<file path="src/rtl/inst_fetch_pkg.sv">
// Shared fetch-stage types: addresses, instructions, FSM states.
// Also holds the fetch buffer entry and PC alignment helper.
package CorePack;

  typedef logic [63:0] addr_t;
  typedef logic [31:0] inst_t;

  typedef enum logic [1:0] {
    IDLE,
    FETCH,
    FLUSH
  } fetch_state_t;

  localparam addr_t PC_RESET_DEFAULT = 64'h0;

  typedef struct packed {
    inst_t inst;
    addr_t pc;
  } fetch_entry_t;

  function automatic addr_t align_pc(input addr_t a);
    return {a[63:2], 2'b00};
  endfunction

endpackage

</file>
<file path="src/rtl/fetch_fifo.sv">
// Two-entry in-order buffer of {inst, pc} pairs between fetch and decode.
// Flush drops all entries; push/pop together keep the count.
module fetch_fifo
  import CorePack::*;
(
  input  logic         clk,
  input  logic         rstn,
  input  logic         push,
  input  fetch_entry_t push_data,
  input  logic         pop,
  input  logic         flush,
  output fetch_entry_t head,
  output logic [1:0]   count
);

  fetch_entry_t mem [2];
  logic         wr_ptr;
  logic         rd_ptr;
  logic [1:0]   cnt_q;

  always_ff @(posedge clk or negedge rstn) begin
    if (!rstn) begin
      mem[0] <= '0;
      mem[1] <= '0;
      wr_ptr <= 1'b0;
      rd_ptr <= 1'b0;
      cnt_q  <= 2'd0;
    end else if (flush) begin
      wr_ptr <= 1'b0;
      rd_ptr <= 1'b0;
      cnt_q  <= 2'd0;
    end else begin
      if (push) begin
        mem[wr_ptr] <= push_data;
        wr_ptr      <= ~wr_ptr;
      end
      if (pop) begin
        rd_ptr <= ~rd_ptr;
      end
      cnt_q <= cnt_q + {1'b0, push} - {1'b0, pop};
    end
  end

  assign head  = mem[rd_ptr];
  assign count = cnt_q;

endmodule

</file>
<file path="src/rtl/inst_fetch.sv">
// Instruction fetch stage: credit-limited requests, in-order responses,
// redirect handling with stale-response dropping.
module inst_fetch
  import CorePack::*;
#(
  parameter addr_t PC_RESET = PC_RESET_DEFAULT
) (
  input  logic  clk,
  input  logic  rstn,
  output logic  imem_req_valid,
  input  logic  imem_req_ready,
  output addr_t imem_req_addr,
  input  logic  imem_resp_valid,
  input  inst_t imem_resp_data,
  input  logic  redirect_valid,
  input  addr_t redirect_pc,
  output logic  id_valid,
  input  logic  id_ready,
  output inst_t id_inst,
  output addr_t id_pc
);

  fetch_state_t state_q, state_d;
  addr_t        pc_q, pc_d;
  logic [1:0]   out_q, out_d;
  logic [1:0]   drop_q, drop_d;
  logic [1:0]   fifo_cnt;
  logic         req_hs;
  logic         rsp;
  logic         push;
  logic         pop;
  fetch_entry_t push_data;
  fetch_entry_t head;

  assign imem_req_valid = (state_q == FETCH) &&
    (({1'b0, out_q} + {1'b0, fifo_cnt}) < 3'd2);
  assign imem_req_addr  = pc_q;
  assign req_hs         = imem_req_valid & imem_req_ready;
  assign rsp            = imem_resp_valid & (out_q != 2'd0);
  assign id_valid       = fifo_cnt != 2'd0;
  assign pop            = id_valid & id_ready;
  assign id_inst        = head.inst;
  assign id_pc          = head.pc;

  // Outstanding requests are consecutive words ending just below pc_q.
  assign push_data.inst = imem_resp_data;
  assign push_data.pc   = pc_q - {60'd0, out_q, 2'b00};

  always_comb begin
    state_d = state_q;
    pc_d    = pc_q;
    drop_d  = drop_q;
    push    = 1'b0;
    out_d   = out_q + {1'b0, req_hs} - {1'b0, rsp};
    if (req_hs) begin
      pc_d = pc_q + 64'd4;
    end
    priority case (1'b1)
      redirect_valid: begin
        pc_d    = align_pc(redirect_pc);
        drop_d  = out_d;
        state_d = (out_d != 2'd0) ? FLUSH : FETCH;
      end
      state_q == IDLE: begin
        state_d = FETCH;
      end
      state_q == FLUSH: begin
        drop_d = drop_q - {1'b0, rsp};
        if (drop_d == 2'd0) begin
          state_d = FETCH;
        end
      end
      default: begin
        push = rsp;
      end
    endcase
  end

  always_ff @(posedge clk or negedge rstn) begin
    if (!rstn) begin
      state_q <= IDLE;
      pc_q    <= PC_RESET;
      out_q   <= 2'd0;
      drop_q  <= 2'd0;
    end else begin
      state_q <= state_d;
      pc_q    <= pc_d;
      out_q   <= out_d;
      drop_q  <= drop_d;
    end
  end

  fetch_fifo u_fifo (
    .clk       (clk),
    .rstn      (rstn),
    .push      (push),
    .push_data (push_data),
    .pop       (pop),
    .flush     (redirect_valid),
    .head      (head),
    .count     (fifo_cnt)
  );

endmodule
</file>
<file path="config.mk">
export PLATFORM = sky130hd
export DESIGN_NAME = inst_fetch
export DESIGN_NICKNAME = d
export VERILOG_FILES = /design/src/rtl/inst_fetch_pkg.sv /design/src/rtl/fetch_fifo.sv /design/src/rtl/inst_fetch.sv
export SDC_FILE = /design/constraint.sdc
export NUM_CORES = 1
export LEC_CHECK = 0
export BUFFER_PORTS_ARGS = -buffer_cell sky130_fd_sc_hd__buf_2
export CAP_MARGIN = 20
export CORE_MARGIN = 2
export CORE_UTILIZATION = 60
export CTS_CLUSTER_DIAMETER = 60
export DETAILED_ROUTE_END_ITERATION = 10
export GPL_TIMING_DRIVEN = 0
export MAX_ROUTING_LAYER = met4
export PLACE_DENSITY_LB_ADDON = 0.12
export SLEW_MARGIN = 5
export SYNTH_ARGS = -nofsm -noshare
export SYNTH_HDL_FRONTEND = slang
export SYNTH_SLANG_ARGS = --single-unit
</file>
<file path="constraint.sdc">
create_clock -name clk -period 6.45 [get_ports clk]
set_input_delay 1.6125 -clock clk [delete_from_list [all_inputs] [get_ports clk]]
set_output_delay 1.6125 -clock clk [all_outputs]
set_load 0.02 [all_outputs]
</file>
==> impl_metrics.csv <==
group,metric,value,unit
outcome,status,"finished, final reports clean",
sta,fin_skew,0.0271,ns
detailed_routing,met2_wirelength,16500,um
setup_path,r2r_cells,9,
setup_path,crit_buf_inv,4,
cells_and_area,fin_area,16000,sq um
floorplan,num_rows,54,
grt,grt.overflow.total,0,
cells_and_area,finish.utilization,73.2,%
setup_path,critPathKind,"reg -> out",
grt,grt_max_degree,120,
pwr,vdd_drop_max,0.230,mV
clocking,cts_hold_buffers,0,
synthesis,async_reset_ff_share,100,%
clocking,postCtsSetupRepairBufs,0,
sta,tightest_slew,1.13,ns
clocking,cts_root_buffer,"clkbuf_16",
setup_path,rrSetupSlack,2.91,ns
clocking,cts_resized,0,
detailed_routing,ant_nets,0,
floorplan,die_h,153,um
pwr,leakagePower,7.16,nW
detailed_routing,top_layer,"met4",
cells_and_area,drive_above_1_share,30.6,%
synthesis,yosys_warnings,0,
setup_path,critPathArrivalTime,2.90,ns
setup_path,crit_path_start_kind,"flip-flop",
clocking,cts_tree,"done",
floorplan,core,21800,sq um
cells_and_area,nets,1745,
detailed_routing,num_vias,11000,
place,dp_hpwl,25800,um
detailed_routing,wl_per_cell,18.5,um
setup_path,r2r-start,"out_q[0]",
detailed_routing,drt-initial-drc-count,744,
floorplan,fp.dieW,153,um
place,place_area,15000,sq um
sta,slew_viol_final,0,
synthesis,ys_seq_area_share,48.9,%
setup_path,slowest_stage,"buf_1",
setup_path,worstReg2RegEnd,"imem_req_addr[52]",
min_path,hold_start,"u_fifo.mem[37]",
detailed_routing,route.detailed.drc,0,
clocking,cts_buffers,29,
sta,slew_headroom,24.1,%
clocking,cts.clk_slew.worst_paths,0.06,ns
place,globalplace.congestion,0.945,
clocking,ctsHtreeMaxLevel,1,
setup_path,required,4.84,ns
pwr,p_per_area,435,nW/um^2
clocking,cts_buffer_depth,3,
min_path,hp-class,"reg -> reg",
synthesis,avgSynthCellArea,9.94,sq um
sta,fmax,222,MHz
synthesis,synth_edf_count,0,
detailed_routing,firstDrtPassIters,5,
setup_path,critPathMostFrequentCell,"clkbuf_1",
sta,hold_viol_final,0,
synthesis,syn_area,13300,sq um
cells_and_area,areaGrowthSynthToFinish,20.1,%
min_path,hold_end,"u_fifo.mem[37]",
setup_path,cp_slowest_stage_delay,0.66,ns
cells_and_area,final_common_cell,"buf_2",
sta,finalSetupViolCount,0,
detailed_routing,routed_wl,35800,um
floorplan,die-area,23400,sq um
floorplan,start_util,61.0,%
synthesis,synth-seq-cells,260,
grt,grt_pass1_wl,57600,um
floorplan,num_io_pins,264,
detailed_routing,via_per_inst,5.68,
setup_path,path_max_fanout,10,
setup_path,crit_path_end_kind,"primary output",
clocking,cts.sinks,260,
grt,track_usage,31.4,%
sta,period_minus_slack,4.51,ns
min_path,holdPathStages,2,
grt,grt_pass1_vias,10800,
clocking,clock_latency,0.56,ns
synthesis,synthDistinctLibCells,48,
synthesis,synth_flop_cell,"dfrtp_1",
place,numPortBuffers,257,
grt,antenna_found_initial,0,
setup_path,worstPathCellList,"clkbuf_1 > buf_1 > clkbuf_1 > mux2_2 > buf_2",
cells_and_area,antenna_cells,0,
job,max_cap_violations,0,
setup_path,critPathTopFamily,"buffers and inverters",
cells_and_area,mostFrequentLayoutCells,"buf_2 (268), dfrtp_1 (260), nand2_1 (216), o21ai_0 (179), mux2_2 (165)",
sta,period_share,69.9,%
detailed_routing,wl_met1,15900,um
synthesis,netlist_instances,1339,
sta,rsz0062_at_grt,"false",
detailed_routing,met3WireLength,2510,um
metrics by stage:
| step | total power [mW] | TNS, ns | hold WS [ns] | cells | setup WS, ns |
|---|---|---|---|---|---|
| floorplan | 4.41 | 0 | 0.444 | 1342 | 3.11 |
| global route | 7.35 | 0 | 0.489 | 1933 | 1.81 |
| global placement | 5.21 | -200.68 | 0.455 | 1879 | -0.791 |
| CTS | 6.97 | 0 | 0.477 | 1932 | 1.95 |
| finish | 6.95 | 0 | 0.473 | 1933 | 1.94 |
| detailed placement | 5.31 | 0 | 0.461 | 1881 | 2.47 |
layout make-up:
class,instances,area [sq um]
sequential,260,6510
timing repair buffer,260,1360
clock buffer,42,875
multi-input combinational,948,6270
buffer,111,462
clock inverter,9,77.6
inverter,23,86.3
tap,280,350
fill,1667,5840
power by group:
part / leakage (nW) / internal, mW / switching (mW)
Clock: 0.479 / 0.973 / 0.662
Sequential: 3.24 / 2.26 / 0.343
Combinational: 3.44 / 1.13 / 1.59
Total: 7.16 / 4.36 / 2.59
cell usage after synthesis (2+ instances only):
cell type    n  area share [%]
or2_2        4            0.19
and2_1       2           0.094
nand3b_1    10            0.56
fa_1         2            0.30
ha_1         8            0.75
a21oi_1      2           0.075
buf_4        6            0.34
mux2_2     165              14
a31oi_1      2           0.094
and3_1       3            0.14
nor4b_1      2            0.13
o21ai_2      2            0.13
nor3_1      38             1.4
buf_1       15            0.42
nand4b_1     4            0.26
nor4_2       2            0.19
or4_1        4            0.23
o31a_1       2            0.13
xnor2_1     74             4.9
nand3_1     39             1.5
inv_1       23            0.65
clkbuf_1    77             2.2
nor4_1      29             1.4
o21ai_0    179             6.7
buf_2       11            0.41
nor2_1      49             1.4
or3_1       12            0.56
nand4_1     28             1.3
dfrtp_1    260              49
xor2_1      51             3.4
nand2_1    216             6.1
nand2b_1     2           0.094
metal layers:
metal  track usage (%)  vias up
li1                  -     5194
met2              47.9      402
met4              8.42        0
met1              44.3     5320
met3              5.27       62
met5                 -        -
worst max-delay path by stage:
stage	start	to	slack (ns)	cells after the start
finish	u_fifo.rd_ptr	id_pc[57]	1.94	5
global route	u_fifo.rd_ptr	id_pc[56]	1.81	5
CTS	u_fifo.rd_ptr	id_pc[56]	1.95	5
detailed placement	imem_resp_valid	u_fifo.mem[112]	2.47	9
global placement	rstn	imem_req_addr[42]	-0.79	1
floorplan	out_q[0]	imem_req_valid	3.11	4
logic make-up after synthesis:
kind of cell	count (synthesis)	share of synthesized area, %
buf+inv	134	4.12
flops	260	48.9
other cells	1	0.0282
xor+xnor	125	8.22
fa+ha+maj	10	1.05
mux	166	14.0
compound gates	190	7.48
simple gates	453	16.2
worst min-delay path, stage by stage (launching register included):
cell and delay (ns):
dfrtp_1 0.33, nand2_1 0.06, o21ai_2 0.05
registers in the layout (all words and copies together) (netlist names):
signal / count
imem_req_addr: 62
drop_q: 2
u_fifo.wr_ptr: 1
out_q: 2
u_fifo.mem: 188
state_q: 2
u_fifo.count: 2
u_fifo.rd_ptr: 1
(Power assumes the default switching activity.)
